`src/rtl/dmem_arb_rv32.sv`:
```
// Two-requester arbiter/sequencer for the single-ported RV32 data cache.
// Requester 0 has priority; a burst cap lets a waiting requester 1 through.
module dmem_arb_rv32 #(
  parameter int unsigned MAXBURST = 4,
  parameter int unsigned MEMSIZE  = 8
) (
  input  logic        iCLK,
  input  logic        iRST,
  input  logic        iReq0,
  input  logic        iRW0,
  input  logic [31:0] iAddr0,
  input  logic [31:0] iWData0,
  output logic        oGnt0,
  output logic        oStall0,
  output logic        oRValid0,
  output logic [31:0] oRData0,
  input  logic        iReq1,
  input  logic        iRW1,
  input  logic [31:0] iAddr1,
  input  logic [31:0] iWData1,
  output logic        oGnt1,
  output logic        oStall1,
  output logic        oRValid1,
  output logic [31:0] oRData1,
  output logic        oMEM,
  output logic        oRW,
  output logic [31:0] oMEMADDR,
  output logic [31:0] oWDATA,
  input  logic [31:0] iRDATA
);

  typedef enum logic [1:0] {IDLE, OWN0, OWN1} owner_t;

  localparam logic [3:0] BURST_CAP = 4'(MAXBURST);

  if (MAXBURST == 0 || MAXBURST > 15) begin : g_bad_maxburst
    $error("dmem_arb_rv32: MAXBURST must be in 1..15");
  end
  if (MEMSIZE == 0) begin : g_bad_memsize
    $error("dmem_arb_rv32: MEMSIZE must be non-zero");
  end

  owner_t      owner;
  logic [3:0]  burst;
  logic        burst_full;
  logic        gnt0;
  logic        gnt1;
  logic        granted;
  logic        win_rw;
  logic [31:0] win_addr;
  logic [31:0] win_wdata;

  logic        tag1_valid;
  logic        tag1_id;
  logic        tag2_valid;
  logic        tag2_id;

  // Requester 1 only overrides priority once requester 0 has used up its burst.
  always_comb begin
    burst_full = (owner == OWN0) && (burst == BURST_CAP);
    gnt0       = iRST & iReq0 & ~(iReq1 & burst_full);
    gnt1       = iRST & iReq1 & (~iReq0 | burst_full);
    granted    = gnt0 | gnt1;
    win_rw     = gnt1 ? iRW1    : iRW0;
    win_addr   = gnt1 ? iAddr1  : iAddr0;
    win_wdata  = gnt1 ? iWData1 : iWData0;
  end

  assign oGnt0   = gnt0;
  assign oGnt1   = gnt1;
  assign oStall0 = iRST & iReq0 & ~gnt0;
  assign oStall1 = iRST & iReq1 & ~gnt1;

  always_ff @(posedge iCLK or negedge iRST) begin
    if (!iRST) begin
      owner    <= IDLE;
      burst    <= '0;
      oMEM     <= 1'b0;
      oRW      <= 1'b1;
      oMEMADDR <= '0;
      oWDATA   <= '0;
    end else begin
      if (gnt0) begin
        owner <= OWN0;
        if (owner != OWN0) begin
          burst <= 4'd1;
        end else if (burst != BURST_CAP) begin
          burst <= burst + 4'd1;
        end
      end else if (gnt1) begin
        owner <= OWN1;
        burst <= '0;
      end else begin
        owner <= IDLE;
        burst <= '0;
      end

      // Command fields hold their last value on idle cycles; only oMEM drops.
      oMEM <= granted;
      if (granted) begin
        oRW      <= win_rw;
        oMEMADDR <= win_addr;
        oWDATA   <= win_wdata;
      end
    end
  end

  // Two-stage tag pipe matches the one-cycle cache read latency after issue.
  always_ff @(posedge iCLK or negedge iRST) begin
    if (!iRST) begin
      tag1_valid <= 1'b0;
      tag1_id    <= 1'b0;
      tag2_valid <= 1'b0;
      tag2_id    <= 1'b0;
    end else begin
      tag1_valid <= granted & win_rw;
      tag1_id    <= gnt1;
      tag2_valid <= tag1_valid;
      tag2_id    <= tag1_id;
    end
  end

  assign oRValid0 = tag2_valid & ~tag2_id;
  assign oRValid1 = tag2_valid &  tag2_id;
  assign oRData0  = iRDATA;
  assign oRData1  = iRDATA;

  a_one_grant : assert property (@(posedge iCLK) disable iff (!iRST)
    !(oGnt0 && oGnt1));
  a_one_rvalid : assert property (@(posedge iCLK) disable iff (!iRST)
    !(oRValid0 && oRValid1));

endmodule

```
`config.mk`:
```
export PLATFORM = sky130hd
export DESIGN_NAME = dmem_arb_rv32
export DESIGN_NICKNAME = d
export VERILOG_FILES = /design/src/rtl/dmem_arb_rv32.sv
export SDC_FILE = /design/constraint.sdc
export NUM_CORES = 1
export LEC_CHECK = 0
export CAP_MARGIN = 40
export CORE_AREA = 2 2 116 118
export DETAILED_ROUTE_END_ITERATION = 12
export DIE_AREA = 0 0 118 120
export PLACE_DENSITY = 0.71
export RECOVER_POWER = 25
export SYNTH_ARGS = -nofsm -noshare
export SYNTH_HDL_FRONTEND = slang
export SYNTH_SLANG_ARGS = --single-unit
```
`constraint.sdc`:
```
create_clock -name iCLK -period 5.3 [get_ports iCLK]
set_input_delay 1.06 -clock iCLK [delete_from_list [all_inputs] [get_ports iCLK]]
set_output_delay 1.06 -clock iCLK [all_outputs]
set_load 0.02 [all_outputs]
```
Word-level counts from Yosys, hierarchy flattened
Index checks and enable logic that the tools add are counted.
{"block": "totals", "regBits": 76, "inputBits": 166, "out_inout_bits": 136, "wordCells": 42}
{"block": "classes", "addsub": 1, "n_eq_ne": 5, "n_mux": 8, "bitwise_logic": 17, "n_reduce_logical": 1}
{"operator": "two-way mux 32 bit", "count": 2}
{"operator": "two-way mux 4 bit", "count": 3}
{"operator": "bitwise AND 1 bit", "count": 10}
{"operator": "inverter 1 bit", "count": 5}
{"operator": "adder 4 x 1 -> 4 bit, second input constant", "count": 1}
{"operator": "== test 4 x 3 -> 1 bit, second input constant", "count": 1}
{"operator": "two-way mux 2 bit", "count": 2}
{"operator": "!= test 4 x 3 -> 1 bit, second input constant", "count": 1}
{"operator": "!= test 3 x 1 -> 1 bit, second input constant", "count": 1}
{"operator": "== test 2 x 1 -> 1 bit, second input constant", "count": 1}
{"operator": "!= test 2 x 1 -> 1 bit, second input constant", "count": 1}
{"operator": "bitwise OR 1 bit", "count": 2}
{"operator": "logical AND 1 bit", "count": 1}
{"operator": "two-way mux 1 bit", "count": 1}

Depth between registers and ports, before layout
{"block": "depth", "ltp_word": 7, "mapped_depth": 8, "ltp_nobuf": 5}

Worst setup path after synthesis
No wires, ideal clock.
{"block": "synth_path", "path_kind": "input -> output", "from": "in iRST", "to": "out oGnt1", "arrival_time_ns": 1.869, "path_slack_ns": 2.371, "cell_stages": 5, "path_buffers": 2, "cell_sequence": "nand2_1 -> o31a_1 -> buf_6 -> buf_6 -> inv_1"}
{"block": "synth_via", "elab_chain_len": 2}
{"element": "start, declared", "line": "8", "source": "input logic iRST,"}
{"element": "bitwise AND 1 bit (2 in a row)", "line": "62", "source": "gnt1 = iRST & iReq1 & (~iReq0 | burst_full);"}
{"element": "end, declared", "line": "21", "source": "output logic oGnt1,"}
No other way between the ends.

Final worst setup path
{"block": "layout_path", "from": "in iReq1", "to": "out oGnt1"}
{"block": "layout_via", "elab_chain_len": 2}
{"element": "start, declared", "line": "17", "source": "input logic iReq1,"}
{"element": "bitwise AND 1 bit (2 in a row)", "line": "62"}
No other way between the ends.

==> summary.md <==
| Metric | Value |
|---|---|
| # resized after CTS | `0` |
| Syn Inst Count | `329` |
| Vias | `3072` |
| Violated checks | `max-capacitance violations, max-slew violations` |
| CTS tree | `yes` |
| Unrepaired setup endpoints after global routing | `no` |
| Adder-Cell Fraction of Synth Area | `0.00640` |
| CTS Sinks | `76` |
| Slew Limit Fails | `44` |
| Root buf cell | `clkbuf_16` |
| CP endpoint kind | `output pin` |
| RR Startpoint | `burst[0]` |
| IO Pins | `302` |
| Initial DRC count | `159` |
| Comb pwr share | `0.283` |
| Area of the multi-input gates | `0.00136 mm2` |
| DRC violations left | `0` |
| Max-cap violations | `1` |
| NetSw | `0.464 mW` |
| Core ar. | `roughly 0.013 mm2` |
| Tot GR Track Use | `0.157` |
| ANT nets after route | `0` |
| Fin crit period | `3.91 ns` |
| First-pass GRT wire length | `17600 um` |
| Final Cell Area | `0.00589 mm2` |
| CP required | `4.24 ns` |
| Worst skew pair latency | `between 0.3 and 0.4 ns` |
| DIE WIDTH | `118 um` |
| Largest net degree at the start of global routing | `68` |
| Crit path max fanout | `6` |
| Port bufs | `205` |
| Filler cells | `between 1000 and 1500` |
| Crit-path most repeated cell | `clkdlybuf4s50_1` |
| WL final | `between 10000 and 15000 um` |
| Vias/cell | `4.76` |
| Slowest stage delay, CP | `0.61 ns` |
| CP Launch Point | `iReq1` |
| Setup Buffers After CTS | `0` |
| Slowest cell on crit path | `clkdlybuf4s50_1` |
| Die ar. | `0.0142 mm2` |
| Flop pwr share | `0.385` |
| XOR/XNOR share of the synthesized area | `0.00448` |
| DR WL/cell | `roughly 17 um` |
| Hold WC Path Type | `register to register` |
| Main combinational cell family by area after synthesis | `compound AO/OA/AOI/OAI gates` |
| DRT Pass-1 Iters | `6` |
| Initial core utilization | `0.301` |
| Simple-gate portion of the synthesized area | `0.129` |
| Final setup vio count | `0` |
| Yosys Warn Count | `0` |
| Hold-fix buffers, CTS | `0` |
| Fmax | `0.256 GHz` |
| Gr ovfl total | `0` |
| Ranking of synthesized cells by area | `dfrtp_1 (48%), buf_4 (12%), o221a_2 (11%)` |
| Setup TNS | `0 ns` |
| Final Cycle Share | `0.738` |
| Die Ht | `120 um` |
| Rel. slew slack | `-0.514` |
| Total power draw | `around 1.8 mW` |
| WP buf/inv | `3` |
| Sequential fraction of the synthesis area | `0.487` |
| Final Hold Viols | `0` |
| WS Path Type | `primary input to output pin` |
| # nets final | `around 630` |
| Yosys top cell area share | `0.480` |
| Share of cells above drive strength 1 | `0.267` |
| Row cnt | `42` |
| Max Buffers Root-to-Sink | `2` |
| Mapped Area | `0.00391 mm2` |
| Unique masters post-synth | `32` |
| Register bit total from synthesis | `76` |
| Startpoint class of the critical path | `primary input` |
| Leakage | `2.28 nW` |
| Int Pwr | `approximately 1.3 mW` |
| Hold Startpoint | `tag1_valid` |
| FF/Latch Area | `0.00190 mm2` |
| Most frequent cell after synthesis | `dfrtp_1` |
| Dominant synthesized flop cell | `dfrtp_1` |
| Vias in the first global route | `3408` |
| Worst Tran Pin Value | `2.27 ns` |
| Cell Pwr Density | `302 mW/mm2` |
| Final Skew | `0.00887 ns` |
| Initial antenna violation count | `0` |
| Critical path's top delay family | `buffers and inverters` |
| EDFF count, synth | `0` |
| H-tree Lvls | `3` |
| Critical Path AT | `about 2.9 ns` |
| Avg Cell Area, Syn | `11.9 um2` |
| Placed Area | `0.00560 mm2` |
| Sw frac | `0.261` |
| Max VDD drop | `0.000146 V` |
| Clock Power Share | `0.332` |
| CTS Buf Count | `9` |
| Run status | `complete, but fails checks` |
| Cell taking the most area after synthesis | `dfrtp_1` |
| Post-synthesis mux area share | `0.00256` |
| Diode count | `0` |
| GPL Wtd Cong | `0.824` |
| Cell chain of the critical path | `clkdlybuf4s50_1 > nand2_1 > o31a_2 > inv_1 > clkdlybuf4s50_1` |
| Area delta synth->final | `50.8%` |
| Post-synth ARST share | `1.00` |
| DP HPWL | `8060 um` |
| Leading cell types by count after synthesis | `dfrtp_1 (75), or2_2 (65), buf_4 (64)` |
| Worst-path clk slew | `0.05 ns` |
| Post-synthesis compound-gate area fraction | `0.205` |
| Mapped Nets | `497` |
stage by stage:
stage / hold WS (ns) / utilization / setup WS (ns) / cells
after global routing: 0.364 / 0.454 / 1.16 / 645
after detailed placement: 0.338 / 0.432 / 1.41 / 629
after global placement: 0.336 / 0.431 / 1.44 / 628
after CTS: 0.350 / 0.454 / 1.40 / 645
after floorplan: 0.331 / - / 2.37 / 329
final: 0.350 / 0.454 / 1.39 / 645
final cells by class:
type / count / share of cell area
Timing Repair Buffer: 210 / 0.355
Multi-Input combinational cell: 160 / 0.231
Inverter: 7 / 0.00446
Clock buffer: 15 / 0.0488
Tap cell: 176 / 0.0374
Clock inverter: 1 / 0.000849
Sequential cell: 76 / 0.323
layer usage:
layer	up-vias	GRT usage	wire length [um]	part of all wire
li1	1391	-	-	-
met3	40	0.0494	708	0.064
met2	139	0.271	5750	0.52
met5	-	0	0	0
met1	1502	0.172	4330	0.39
met4	0	0.0851	337	0.030
cell usage in the layout (no fill, tap or decap), drive strengths merged:
cell	synthesis	routed
o21a	1	1
nand3	3	3
and2	1	1
ha	2	2
nor2	2	2
clkdlybuf4s50	0	203
a2111o	1	1
xnor2	1	1
a21boi	1	1
mux2i	1	1
or2	65	65
xor2	1	1
o221a	65	65
a31o	1	1
nor2b	3	3
a31oi	1	1
nor3	1	1
dlygate4sd3	0	1
a21oi	1	1
nand3b	2	2
o31a	1	1
nand2	2	2
dfstp	1	1
buf	74	5
and3b	1	1
nor3b	1	1
inv	7	7
nand2b	1	1
clkinv	0	1
clkbuf	12	16
o22ai	1	1
dfrtp	75	75
flip-flops by register name, summed over array words and instances, names as in the netlist:
signal	flops
burst	4
tag2_valid	1
owner	2
oMEM	1
oMEMADDR	32
oRW	1
oWDATA	32
tag1_valid	1
tag1_id	1
tag2_id	1
path summary, 6_finish.rpt:
check / to / slack (ns) / cells past startpoint
setup / recovery: oGnt1 / 1.39 / 5
hold / removal: tag2_valid / 0.35 / 0
setup reg to reg: oWDATA[1] / 3.02 / 6
hold reg to reg: tag2_valid / 0.35 / 0
max in group asynchronous: oMEMADDR[30] / 2.12 / 2
min in group asynchronous: owner[0] / 0.68 / 1
kinds of logic after synthesis:
| group | count (synthesis) |
|---|---|
| muxes | 1 |
| adders and majority gates | 2 |
| and+or+nand+nor | 82 |
| xor gates and xnor gates | 2 |
| DFF | 76 |
| buffers and inverters | 93 |
| AOI/OAI and AO/OA | 73 |
worst reg2reg max path: stages (launching register included):
cell     delay (ns)
dfrtp_1        0.40
inv_1          0.11
ha_1           0.18
and3b_1        0.37
a31o_4         0.21
buf_4          0.59
o221a_1        0.35
power by group through the flow:
stage	logic, mW	registers, mW	clock network, mW
final	0.503	0.685	0.590
after CTS	0.510	0.685	0.613
after global placement	0.498	0.693	0
after floorplan	0.211	0.773	0
after global routing	0.532	0.693	0.640
after detailed placement	0.508	0.693	0
(Power assumes the default switching activity.)
